<file path="config.mk">
export PLATFORM = sky130hd
export DESIGN_NAME = nibble_serial_alu
export DESIGN_NICKNAME = d
export VERILOG_FILES = /design/src/rtl/nibble_serial_alu.sv
export SDC_FILE = /design/constraint.sdc
export NUM_CORES = 1
export LEC_CHECK = 0
export ABC_AREA = 1
export ABC_CLOCK_PERIOD_IN_PS = 4360
export BUFFER_PORTS_ARGS = -buffer_cell sky130_fd_sc_hd__buf_2
export CORE_MARGIN = 1
export CORE_UTILIZATION = 58
export CTS_CLUSTER_DIAMETER = 150
export CTS_CLUSTER_SIZE = 12
export DETAILED_ROUTE_END_ITERATION = 10
export HOLD_SLACK_MARGIN = 0.03
export MAX_ROUTING_LAYER = met4
export PLACE_DENSITY = 0.8
export SETUP_SLACK_MARGIN = 0.3
export SYNTH_ARGS = -nofsm -noshare
export SYNTH_HDL_FRONTEND = slang
export SYNTH_SLANG_ARGS = --single-unit
</file>
<file path="constraint.sdc">
create_clock -name clk -period 4.36 [get_ports clk]
set_input_delay 0.436 -clock clk [delete_from_list [all_inputs] [get_ports clk]]
set_output_delay 0.436 -clock clk [all_outputs]
set_load 0.1 [all_outputs]
</file>
<file path="src/rtl/nibble_serial_alu.sv">
// 8-bit 6502 ALU built on one 4-bit slice: low nibble in LO, high nibble in HI.
// Handles the inter-nibble carry, BCD adjust for ADC/SBC and the N/Z/C/V flags.
module nibble_serial_alu (
    input  logic       clk,
    input  logic       reset,
    input  logic       in_valid,
    output logic       in_ready,
    input  logic [2:0] op,
    input  logic [7:0] a,
    input  logic [7:0] b,
    input  logic       c_in,
    input  logic       d_in,
    output logic       out_valid,
    input  logic       out_ready,
    output logic [7:0] result,
    output logic       n_out,
    output logic       z_out,
    output logic       c_out,
    output logic       v_out
);

    localparam logic [2:0] OP_ADC = 3'd0;
    localparam logic [2:0] OP_SBC = 3'd1;
    localparam logic [2:0] OP_ORA = 3'd3;
    localparam logic [2:0] OP_EOR = 3'd4;

    typedef enum logic [1:0] {
        ST_IDLE = 2'd0,
        ST_LO   = 2'd1,
        ST_HI   = 2'd2,
        ST_DONE = 2'd3
    } state_t;

    // One nibble of the slice: returns {carry_out, nibble}, BCD-adjusted when f_dec is set.
    function automatic logic [4:0] nibble_slice(
        input logic [2:0] f_op,
        input logic       f_dec,
        input logic [3:0] f_a,
        input logic [3:0] f_b,
        input logic       f_cin
    );
        logic [3:0] b_eff;
        logic [4:0] sum;
        logic [4:0] res;
        b_eff = (f_op == OP_SBC) ? ~f_b : f_b;
        sum   = {1'b0, f_a} + {1'b0, b_eff} + {4'd0, f_cin};
        res   = sum;
        case (f_op)
            OP_ADC: begin
                if (f_dec && (sum > 5'd9)) begin
                    res = {1'b1, sum[3:0] + 4'd6};
                end
            end
            OP_SBC: begin
                if (f_dec && !sum[4]) begin
                    res = {1'b0, sum[3:0] - 4'd6};
                end
            end
            OP_ORA:  res = {1'b0, f_a | f_b};
            OP_EOR:  res = {1'b0, f_a ^ f_b};
            default: res = {1'b0, f_a & f_b};
        endcase
        return res;
    endfunction

    function automatic logic signed_overflow(
        input logic [7:0] f_a,
        input logic [7:0] f_b,
        input logic       f_cin
    );
        logic signed [9:0] total;
        total = $signed({{2{f_a[7]}}, f_a}) + $signed({{2{f_b[7]}}, f_b})
              + $signed({9'd0, f_cin});
        return (total > 10'sd127) || (total < -10'sd128);
    endfunction

    state_t     state_q, state_d;
    logic [2:0] op_q, op_d;
    logic [7:0] a_q, a_d;
    logic [7:0] b_q, b_d;
    logic       cin_q, cin_d;
    logic       dec_q, dec_d;
    logic [3:0] lo_nib_q, lo_nib_d;
    logic       hc_q, hc_d;
    logic [7:0] result_q, result_d;
    logic       n_q, n_d;
    logic       z_q, z_d;
    logic       c_q, c_d;
    logic       v_q, v_d;

    logic [4:0] lo_slice;
    logic [4:0] hi_slice;
    logic [7:0] b_eff;
    logic [7:0] full_result;
    logic       is_arith;

    assign lo_slice    = nibble_slice(op_q, dec_q, a_q[3:0], b_q[3:0], cin_q);
    assign hi_slice    = nibble_slice(op_q, dec_q, a_q[7:4], b_q[7:4], hc_q);
    assign b_eff       = (op_q == OP_SBC) ? ~b_q : b_q;
    assign is_arith    = (op_q == OP_ADC) || (op_q == OP_SBC);
    assign full_result = {hi_slice[3:0], lo_nib_q};

    always_comb begin
        state_d   = state_q;
        op_d      = op_q;
        a_d       = a_q;
        b_d       = b_q;
        cin_d     = cin_q;
        dec_d     = dec_q;
        lo_nib_d  = lo_nib_q;
        hc_d      = hc_q;
        result_d  = result_q;
        n_d       = n_q;
        z_d       = z_q;
        c_d       = c_q;
        v_d       = v_q;
        in_ready  = 1'b0;
        out_valid = 1'b0;
        case (state_q)
            ST_IDLE: begin
                in_ready = 1'b1;
                if (in_valid) begin
                    op_d    = op;
                    a_d     = a;
                    b_d     = b;
                    cin_d   = c_in;
                    dec_d   = d_in;
                    state_d = ST_LO;
                end
            end
            ST_LO: begin
                lo_nib_d = lo_slice[3:0];
                hc_d     = lo_slice[4];
                state_d  = ST_HI;
            end
            ST_HI: begin
                result_d = full_result;
                n_d      = full_result[7];
                z_d      = (full_result == 8'h00);
                c_d      = is_arith ? hi_slice[4] : cin_q;
                // Overflow follows the plain binary sum even in decimal mode.
                v_d      = is_arith ? signed_overflow(a_q, b_eff, cin_q) : 1'b0;
                state_d  = ST_DONE;
            end
            ST_DONE: begin
                out_valid = 1'b1;
                if (out_ready) begin
                    state_d = ST_IDLE;
                end
            end
            default: state_d = ST_IDLE;
        endcase
    end

    always_ff @(posedge clk) begin
        if (reset) begin
            state_q  <= ST_IDLE;
            op_q     <= 3'd0;
            a_q      <= 8'h00;
            b_q      <= 8'h00;
            cin_q    <= 1'b0;
            dec_q    <= 1'b0;
            lo_nib_q <= 4'h0;
            hc_q     <= 1'b0;
            result_q <= 8'h00;
            n_q      <= 1'b0;
            z_q      <= 1'b0;
            c_q      <= 1'b0;
            v_q      <= 1'b0;
        end else begin
            state_q  <= state_d;
            op_q     <= op_d;
            a_q      <= a_d;
            b_q      <= b_d;
            cin_q    <= cin_d;
            dec_q    <= dec_d;
            lo_nib_q <= lo_nib_d;
            hc_q     <= hc_d;
            result_q <= result_d;
            n_q      <= n_d;
            z_q      <= z_d;
            c_q      <= c_d;
            v_q      <= v_d;
        end
    end

    assign result = result_q;
    assign n_out  = n_q;
    assign z_out  = z_q;
    assign c_out  = c_q;
    assign v_out  = v_q;

endmodule

</file>
==> out/summary.md, run 1 <==
The run finished with clean final reports. Global routing used 28.9% of the available tracks across all layers. Number of cells on the critical path: 20. Summing the areas of all and, or, nand and nor instances in the mapped netlist gives 22.1% of the synthesized area. 0 antenna diodes ended up in the layout. The number of buffer and inverter instances along the worst setup path works out to 3. The effective utilization at floorplan came out at 60.5%. The netlist uses 37 different library cells. The finished layout holds 498 standard cells, fillers aside. Buffers inserted during clock tree synthesis total 5. The total setup buffers inserted after CTS is 0, and the detailed-route via count is 2673. The initial antenna violation count was 0; the number of remaining DRC errors was 0. The worst-margin pin slew was 1.19 ns. The cell that appears most often on the critical path is sky130_fd_sc_hd__nand2_1.

The reported leakage power is 0.00162 µW, and the total number of yosys warnings is 0. The power share of the clock group was 11.3%. The clock-pin slew of the registers on the worst-case setup and hold paths was 0.09 ns. The cell chosen for the clock root is sky130_fd_sc_hd__clkbuf_8. Ranked by total cell area, the synthesized netlist is headed by sky130_fd_sc_hd__dfxtp_1, sky130_fd_sc_hd__ha_1, sky130_fd_sc_hd__nand2_1, sky130_fd_sc_hd__a21oi_1, sky130_fd_sc_hd__inv_1.

The areal power density over the cells is 859 nW/µm², and the maximum fanout along the worst path is 9. The logs give 0 for the number of endpoints failing setup at the final stage and 4.60 ns for the worst path required time. The die footprint was 5240 µm²; the via count of the first global-routing pass was 2501.

The total wire length after detailed routing was 6.89 mm. Counting flops with a built-in enable in the synthesized netlist gives 0. In the final layout, the share of cells above drive strength 1 is 18.1%. STA classifies the critical path startpoint as a register. The internal power of the cells totals 1220 µW.

The tools report the global-route wire length before repair as 11.3 mm. For the worst setup path, the data arrival time is 3.69 ns. Final hold analysis gives a worst-case slack of 0.388 ns.

The run gives 0 as the hold buffer count at cts. At the end of the flow, the number of nets in the layout was 494. The total standard cell area after synthesis was 2880 µm²; the antenna violation net count after detailed routing was 0. Kind of critical path: reg -> reg.

Along the worst hold path, the cell count comes to 3. The dominant cell by count in the synthesized netlist is sky130_fd_sc_hd__nand2_1. The total overflow left after global routing is 0. After synthesis, the largest family of logic cells by area is simple AND/OR/NAND/NOR gates.

Height of the die: 72.4 µm. Count of state elements after synthesis: 39. The slowest stage of the critical path belongs to the cell sky130_fd_sc_hd__fa_1.

Summing the areas of all compound-gate instances in the mapped netlist gives 19.5% of the synthesized area. Counting along the longest clock path gives a buffer depth of 2. In the synthesized netlist the dominant register cell turns out to be sky130_fd_sc_hd__dfxtp_1.

At the end of routability-driven placement, the weighted congestion stood at 0.968. The worst slew margin relative to its limit is 20.6%, and the post-layout minimum cycle time is 3.45 ns. For this run, the top clock speed supported by timing is 290 MHz. Area added between synthesis and finish: 11.8%. Of the total power, the share spent switching nets is 55.9%.

The cell depth of the worst flop-to-flop path was 20. On the critical path the largest part of the delay comes from simple AND/OR/NAND/NOR gates. On the final layout, the worst clock skew is 0.0118 ns.

The number of instances resized during post-cts repair came out at 0. The part of the power in combinational logic came out at 68.2%. Traced cell by cell, the critical path runs through nand2_1 > nor2_2 > xor2_1 > fa_1 > inv_1 > fa_1 > inv_1 > ha_1 > nand2_1 > nand2_1 > inv_2 > nand2_2 > nand2_4 > nand2_4 > nand2_1 > nand3_1 > nand2_1 > nand2_1 > nand4_1 > a21oi_1. The final max-slew violation count is 0, and the final design utilization is 67.6%.

The clock drives 39 sinks. Buffers placed on the I/O ports in this run total 38. The worst min-delay path class was in -> reg. The floorplan die width was 72.4 µm; the mux share of post-synthesis cell area was 0%. Entering global routing, the biggest net connects 42 pins.

The synthesized design spends more area on one cell type than any other, namely sky130_fd_sc_hd__dfxtp_1. The highest cell delay on the worst timing path was 0.49 ns. Setup repair after global routing left no endpoint under its margin. The synthesized instance count is 396, and the mean area per synthesized cell is 7.26 µm². Using the TritonRoute via totals, the vias-per-cell ratio works out to 5.37. The logs give 0 ns for the sum of negative setup slack and 0 for the number of hold violations in the final report. The kind of end point of the critical path was a register. Of the synthesized area, sequential elements account for 27.2%.

Of the total synthesized cell area, the portion taken by XOR and XNOR cells is 3.31%. The commonest cells after synthesis are sky130_fd_sc_hd__nand2_1, sky130_fd_sc_hd__inv_1, sky130_fd_sc_hd__a21oi_1, sky130_fd_sc_hd__dfxtp_1, sky130_fd_sc_hd__o21ai_0. The first routing iteration left 162 violations. The number of nets in the synthesized netlist is 460. The design draws 2760 µW. The number of placed instances, taps included, is 490. Detailed placement ended at an HPWL of 5.29 mm. TritonCTS built the clock tree. The CTS H-tree depth was 2. The mean routed wirelength per cell is 13.8 µm. Summed over its instances, the top area cell type makes up 27.2% of the synthesized netlist area. Summing the areas of all fa, ha and maj instances in the mapped netlist gives 18.3% of the synthesized area.

For the site row count, the log shows 25. Of the available clock period, the critical path in the final layout requires 79.1%. The tools report the maximum ir drop on the vdd rail as 0.482 mV.

The share of synthesized registers carrying an async set or reset came out at 0%. The count of max-cap constraint violations is 0, and the number of iterations in the first detailed-routing pass is 4. The net switching power was 1550 µW. In this run the count of I/O pins placed on the die edge is 39. The core outline area is 4750 µm², and the later-pin clock latency in the skew report is 0.30 ns.

For the relative contribution of sequential cells to total power, the log shows 20.5%.
[cells by family after synthesis]
kind of cell,after synthesis
adder cells (fa/ha/maj),39
flip-flops,39
AO/OA/AOI/OAI,100
buffers and inverters,72
XOR/XNOR,10
AND/OR/NAND/NOR,136
[power by group through the flow]
stage / combinational, µW / clock, µW / sequential [µW]
after CTS: 1880 / 313 / 566
after global placement: 1830 / 0 / 570
after detailed placement: 1870 / 0 / 573
after floorplan: 1310 / 0 / 778
after global routing: 2090 / 326 / 582
final: 1880 / 312 / 567
[registers in the layout (all words and copies together), names as in the netlist, 2 cells and up]
signal,count
op_q,3
result,8
lo_nib_q,4
b_q,8
a_q,8
state_q,2
[worst reg2reg max path, stage by stage (launching register included)]
cell	delay [ns]
sky130_fd_sc_hd__dfxtp_1	0.43
sky130_fd_sc_hd__nand2_1	0.11
sky130_fd_sc_hd__nor2_2	0.46
sky130_fd_sc_hd__xor2_1	0.20
sky130_fd_sc_hd__fa_1	0.40
sky130_fd_sc_hd__inv_1	0.11
sky130_fd_sc_hd__fa_1	0.49
sky130_fd_sc_hd__inv_1	0.15
sky130_fd_sc_hd__ha_1	0.21
sky130_fd_sc_hd__nand2_1	0.07
sky130_fd_sc_hd__nand2_1	0.07
sky130_fd_sc_hd__inv_2	0.03
sky130_fd_sc_hd__nand2_2	0.07
sky130_fd_sc_hd__nand2_4	0.06
sky130_fd_sc_hd__nand2_4	0.07
sky130_fd_sc_hd__nand2_1	0.05
sky130_fd_sc_hd__nand3_1	0.06
sky130_fd_sc_hd__nand2_1	0.05
sky130_fd_sc_hd__nand2_1	0.09
sky130_fd_sc_hd__nand4_1	0.09
sky130_fd_sc_hd__a21oi_1	0.12
[routing by layer]
metal	global-route usage [%]	routed length (µm)	up-vias
met3	5.00	387	13
li1	-	-	1361
met4	9.37	133	0
met1	33.9	2910	1224
met2	49.9	3460	75
met5	-	0	-
[placed cells by master (no fill, tap or decap), types with 6 or more instances in the layout]
| master | count |
|---|---|
| sky130_fd_sc_hd__nor2_1 | 27 |
| sky130_fd_sc_hd__nand2_2 | 6 |
| sky130_fd_sc_hd__xor2_1 | 8 |
| sky130_fd_sc_hd__buf_2 | 38 |
| sky130_fd_sc_hd__a21oi_1 | 39 |
| sky130_fd_sc_hd__o21ai_1 | 7 |
| sky130_fd_sc_hd__nand2_1 | 60 |
| sky130_fd_sc_hd__ha_1 | 34 |
| sky130_fd_sc_hd__o21ai_0 | 37 |
| sky130_fd_sc_hd__inv_2 | 8 |
| sky130_fd_sc_hd__inv_1 | 51 |
| sky130_fd_sc_hd__dfxtp_1 | 39 |
| sky130_fd_sc_hd__nand3_1 | 22 |
[per-stage QoR]
stage / area, µm² / worst slack [ns]
final: 3220 / 0.912
after global routing: 3220 / 0.566
after CTS: 3220 / 0.901
after detailed placement: 3100 / 0.884
after global placement: 3100 / 1.04
after floorplan: 2880 / 1.32
[layout make-up]
cell class	instances	area [µm²]
Tap cell	67	83.8
Timing Repair Buffer	39	198
Clock buffer	5	68.8
Inverter	60	225
Sequential cell	39	781
Multi-Input combinational cell	285	1820
Clock inverter	3	43.8
Fill cell	431	1540
[worst paths after layout]
path,slack (ns),startpoint,end
worst max register to register,0.91,op_q[0],z_out
worst max-delay path,0.91,op_q[0],z_out
worst min-delay path,0.39,op[0],op_q[0]
worst min register to register,0.48,z_out,z_out
(Power assumes the default switching activity.)
==> run 2: changes to the inputs <==
--- a/config.mk
+++ b/config.mk
@@ -5,17 +5,17 @@
 export SDC_FILE = /design/constraint.sdc
 export NUM_CORES = 1
 export LEC_CHECK = 0
-export ABC_AREA = 1
-export ABC_CLOCK_PERIOD_IN_PS = 4360
+export ABC_AREA = 0
+export ABC_CLOCK_PERIOD_IN_PS = 2870
 export BUFFER_PORTS_ARGS = -buffer_cell sky130_fd_sc_hd__buf_2
 export CORE_MARGIN = 1
-export CORE_UTILIZATION = 58
+export CORE_UTILIZATION = 53
 export CTS_CLUSTER_DIAMETER = 150
 export CTS_CLUSTER_SIZE = 12
 export DETAILED_ROUTE_END_ITERATION = 10
 export HOLD_SLACK_MARGIN = 0.03
 export MAX_ROUTING_LAYER = met4
-export PLACE_DENSITY = 0.8
+export PLACE_DENSITY = 0.77
 export SETUP_SLACK_MARGIN = 0.3
 export SYNTH_ARGS = -nofsm -noshare
 export SYNTH_HDL_FRONTEND = slang
==> constraint.sdc (replaced) <==
create_clock -name clk -period 2.87 [get_ports clk]
set_input_delay 0.287 -clock clk [delete_from_list [all_inputs] [get_ports clk]]
set_output_delay 0.287 -clock clk [all_outputs]
set_load 0.1 [all_outputs]
==> out/summary.md, run 2 <==
The cell area after placement was 3610 µm² (was 3100 µm²). The antenna violation net count after detailed routing was 0 (unchanged). The mean area per synthesized cell came out at 7.86 µm² (was 7.26 µm²). Most used cell along the critical path: sky130_fd_sc_hd__buf_4 (was sky130_fd_sc_hd__nand2_1). The worst min-delay path class was in -> reg (unchanged). The run gives 3.05 ns (was 4.60 ns) as the worst path required time.

The cell chosen for the clock root is sky130_fd_sc_hd__clkbuf_8 (unchanged). The number of iterations in the first detailed-routing pass is 5 (was 4), and the cell depth of the worst flop-to-flop path is 14 (was 20). The total wire length after detailed routing is 8.88 mm (was 6.89 mm). The run gives 0 (unchanged) as the initial antenna violation count. The number of hold violations in the final report was 0 (unchanged); the maximum fanout along the worst path was 5 (was 9). The run gives 3960 µm² (was 3220 µm²) as the post-route standard cell area excluding fillers. The final reports fail on negative setup slack.

The tools report the post-synthesis net count as 438 (was 460). Startpoint class of the critical path: a register (unchanged). Dominant cell by count in the synthesized netlist: sky130_fd_sc_hd__nand2_1 (unchanged). Highest cell delay on the worst timing path: 0.48 ns (was 0.49 ns). The commonest non-fill, non-tap cell in the layout was sky130_fd_sc_hd__buf_4 (was sky130_fd_sc_hd__nand2_1). Setup repair after global routing could not meet its margin everywhere.

The run gives 10 (was 0) as the number of endpoints failing setup at the final stage. The die footprint was 5850 µm² (was 5240 µm²); the net count of the finished layout was 526 (was 494). The flow ran to the end, but the final reports show violations.

The kind of critical path is reg -> reg (unchanged). Count of state elements after synthesis: 39 (unchanged). The post-layout minimum cycle time came out at 3.43 ns (was 3.45 ns). The post-synthesis cell type with the largest combined area is sky130_fd_sc_hd__dfxtp_1 (unchanged). Maximum ir drop on the vdd rail: 0.850 mV (was 0.482 mV). The share of the clock period used by the worst path came out at 119% (was 79.1%). The boundary pin count came out at 39 (unchanged). The flip-flop cell with the highest count after synthesis was sky130_fd_sc_hd__dfxtp_1 (unchanged). The run gives 0.217 ns (was 0.388 ns) as the worst hold slack after final layout. The tools report the number of DRC violations after detailed-routing iteration 0 as 276 (was 162).

The number of vias per cell was 5.80 (was 5.37). Height of the die: 76.5 µm (was 72.4 µm). The clock-pin slew of the registers on the worst-case setup and hold paths came out at 0.09 ns (about the same). Most used cells in the layout excluding fill and tap cells: sky130_fd_sc_hd__buf_4, sky130_fd_sc_hd__nand2_1, sky130_fd_sc_hd__buf_2 (was sky130_fd_sc_hd__nand2_1, sky130_fd_sc_hd__inv_1, sky130_fd_sc_hd__a21oi_1, sky130_fd_sc_hd__dfxtp_1, sky130_fd_sc_hd__buf_2).

The cell count of the worst hold path is 3 (unchanged), and the final setup slack of the worst path is -0.557 ns (was 0.912 ns). The standard cell with the maximum stage delay on the critical path is sky130_fd_sc_hd__a2111oi_0 (was sky130_fd_sc_hd__fa_1). The global-route wire length before repair is 13.1 mm (was 11.3 mm), and the top cell type's share of synthesized area is 26.6% (was 27.2%). The core outline area was 5240 µm² (was 4750 µm²).

The worst-margin pin slew was 0.698 ns (was 1.19 ns). Half-perimeter wire length of the detailed placement result: 6.14 mm (was 5.29 mm). For the number of clock sinks, the log shows 39 (unchanged). TritonCTS built the clock tree. For the number of remaining DRC errors, the log shows 0 (unchanged). Most frequent cells after synthesis: sky130_fd_sc_hd__nand2_1, sky130_fd_sc_hd__inv_1, sky130_fd_sc_hd__dfxtp_1 (was sky130_fd_sc_hd__nand2_1, sky130_fd_sc_hd__inv_1, sky130_fd_sc_hd__a21oi_1, sky130_fd_sc_hd__dfxtp_1, sky130_fd_sc_hd__o21ai_0). The count of max-cap constraint violations was 0 (unchanged). The total standard cell area after synthesis is 2940 µm² (was 2880 µm²), and the final max-slew violation count is 0 (unchanged).

The total number of yosys warnings was 0 (unchanged); the share of synthesized registers carrying an async set or reset was 0% (unchanged). The placer's final routability congestion estimate is 0.952 (was 0.968), and the maximum number of pins on one net before global-route repair is 40 (was 42). The floorplan die width is 76.5 µm (was 72.4 µm), and the number of synthesized flops with an enable pin is 0 (unchanged). The logs give 292 MHz (was 290 MHz) for the highest attainable clock frequency and 26.6% (was 27.2%) for the sequential fraction of the synthesis area. The worst slew margin relative to its limit was 52.9% (was 20.6%).

Synthesized instance count: 374 (was 396). The CTS buffer count is 5 (unchanged). Count of input and output buffers: 38 (unchanged). The share of post-route cells with drive strength above 1 came out at 33.0% (was 18.1%). Leading cell types by total area after synthesis: sky130_fd_sc_hd__dfxtp_1, sky130_fd_sc_hd__ha_1, sky130_fd_sc_hd__nand2_1, sky130_fd_sc_hd__a21oi_1, sky130_fd_sc_hd__inv_1 (unchanged).

The maximum clock path buffer count was 2 (unchanged). The site row count came out at 26 (was 25). For the number of antenna repair diodes, the log shows 0 (unchanged).

The tools report the clock tree skew after final layout as 0.0115 ns (was 0.0118 ns). The post-synthesis cell type count is 55 (was 37), and the effective utilization at floorplan is 56.1% (was 60.5%). The aggregate global-route resource usage is 29.0% (was 28.9%). The tools report the CTS H-tree depth as 2 (unchanged). The tools report the kind of end point of the critical path as a register (unchanged). The mean routed wirelength per cell came out at 16.7 µm (was 13.8 µm). The later-pin clock latency in the skew report was 0.30 ns (about the same). The arrival time at the worst endpoint is 3.60 ns (was 3.69 ns), and the area added between synthesis and finish is 34.7% (was 11.8%). The tools report the detailed-route via count as 3089 (was 2673). The areal power density over the cells came out at 1010 nW/µm² (was 859 nW/µm²). Ordered list of cells on the worst path: inv_4 > nor3_4 > buf_6 > buf_4 > buf_4 > xnor2_1 > ha_2 > and3b_4 > or3_4 > a2111oi_0 > o21ai_1 > a31oi_1 > or3_1 > o32ai_2 (was nand2_1 > nor2_2 > xor2_1 > fa_1 > inv_1 > fa_1 > inv_1 > ha_1 > nand2_1 > nand2_1 > inv_2 > nand2_2 > nand2_4 > nand2_4 > nand2_1 > nand3_1 > nand2_1 > nand2_1 > nand4_1 > a21oi_1). The reported leakage power was 0.00178 µW (was 0.00162 µW).

The logs give 0 (unchanged) for the aggregate global routing overflow and 2779 (was 2501) for the via count of the first global-routing pass.
[run 2: cell count changes in the layout (fill, tap and decap cells not counted), moves of 6 or more]
cell / previous run / this run
sky130_fd_sc_hd__inv_1: 51 / 31
sky130_fd_sc_hd__a21o_1: 0 / 6
sky130_fd_sc_hd__xor2_1: 8 / 0
sky130_fd_sc_hd__o21ai_0: 37 / 11
sky130_fd_sc_hd__nand2_2: 6 / 0
sky130_fd_sc_hd__ha_1: 34 / 28
sky130_fd_sc_hd__nand3_1: 22 / 5
sky130_fd_sc_hd__mux2i_1: 0 / 11
sky130_fd_sc_hd__buf_4: 1 / 58
[run 2: logic make-up (layout without fill, tap and decap cells)]
family                   Yosys count  in the layout  synth area share [%]
XOR/XNOR                          12             12                  3.58
multiplexers                      11             11                  3.75
adder cells (fa/ha/maj)           39             39                  17.9
flip-flops                        39             39                  26.6
AND/OR/NAND/NOR                  114            114                  17.5
buffers and inverters             58            147                  7.83
AO/OA/AOI/OAI                    101            101                  22.9
[run 2: what timing repair did]
action                                 in CTS  in global routing
endpoints found under the hold margin       0                  0
hold buffers                                0                  0
gates resized for setup                    12                 23
setup buffers                               5                  6
setup endpoints to repair                  10                 10
pin swaps                                  15                 29
[run 2: where the power goes]
part	switching, µW	internal, µW
sequential	119	659
combinational	1580	1240
clock	214	170
total	1920	2060
[run 2: through the flow]
step	instances	setup slack, ns	utilization, %	total power [µW]	TNS (ns)
2_1_floorplan	374	-0.341	-	2350	-1.54
3_3_place_gp	514	-0.312	69.0	3050	-1.71
4_1_cts	527	-0.305	72.6	3650	-1.83
5_1_grt	533	-0.637	75.6	4210	-4.79
6_report	533	-0.557	75.6	3980	-3.77
3_5_place_dp	514	-0.360	69.0	3110	-2.21
[run 2: per-layer routing]
layer  share of wire (%)  global-route usage, %  wire length, µm
met1                  43                   37.8             3860
met2                  47                   46.8             4140
met5                   0                      -                0
met4                 3.4                   8.65              305
met3                 6.5                   3.95              573
[run 2: worst paths after layout]
check          start      to  slack, ns
max          op_q[0]   z_out      -0.56
min             b[2]  b_q[2]       0.22
min reg2reg    v_out   v_out       0.47
max reg2reg  op_q[0]   z_out      -0.56
[run 2: layout make-up]
cell class,instances,area [µm²]
multi-input cells,277,2180
well taps,70,87.6
clock inverters,2,12.5
flip-flops and latches,39,785
clock buffers,6,72.6
inverters,40,158
fillers,364,1280
repair buffers,99,668
[run 2: critical path, delay by kind of cell (launching register included)]
family          cells  cell delay (ns)
buf+inv             4             0.43
xor+xnor            1             0.15
simple gates        4             0.98
flops               1             0.36
compound gates      4             1.01
fa+ha+maj           1             0.36
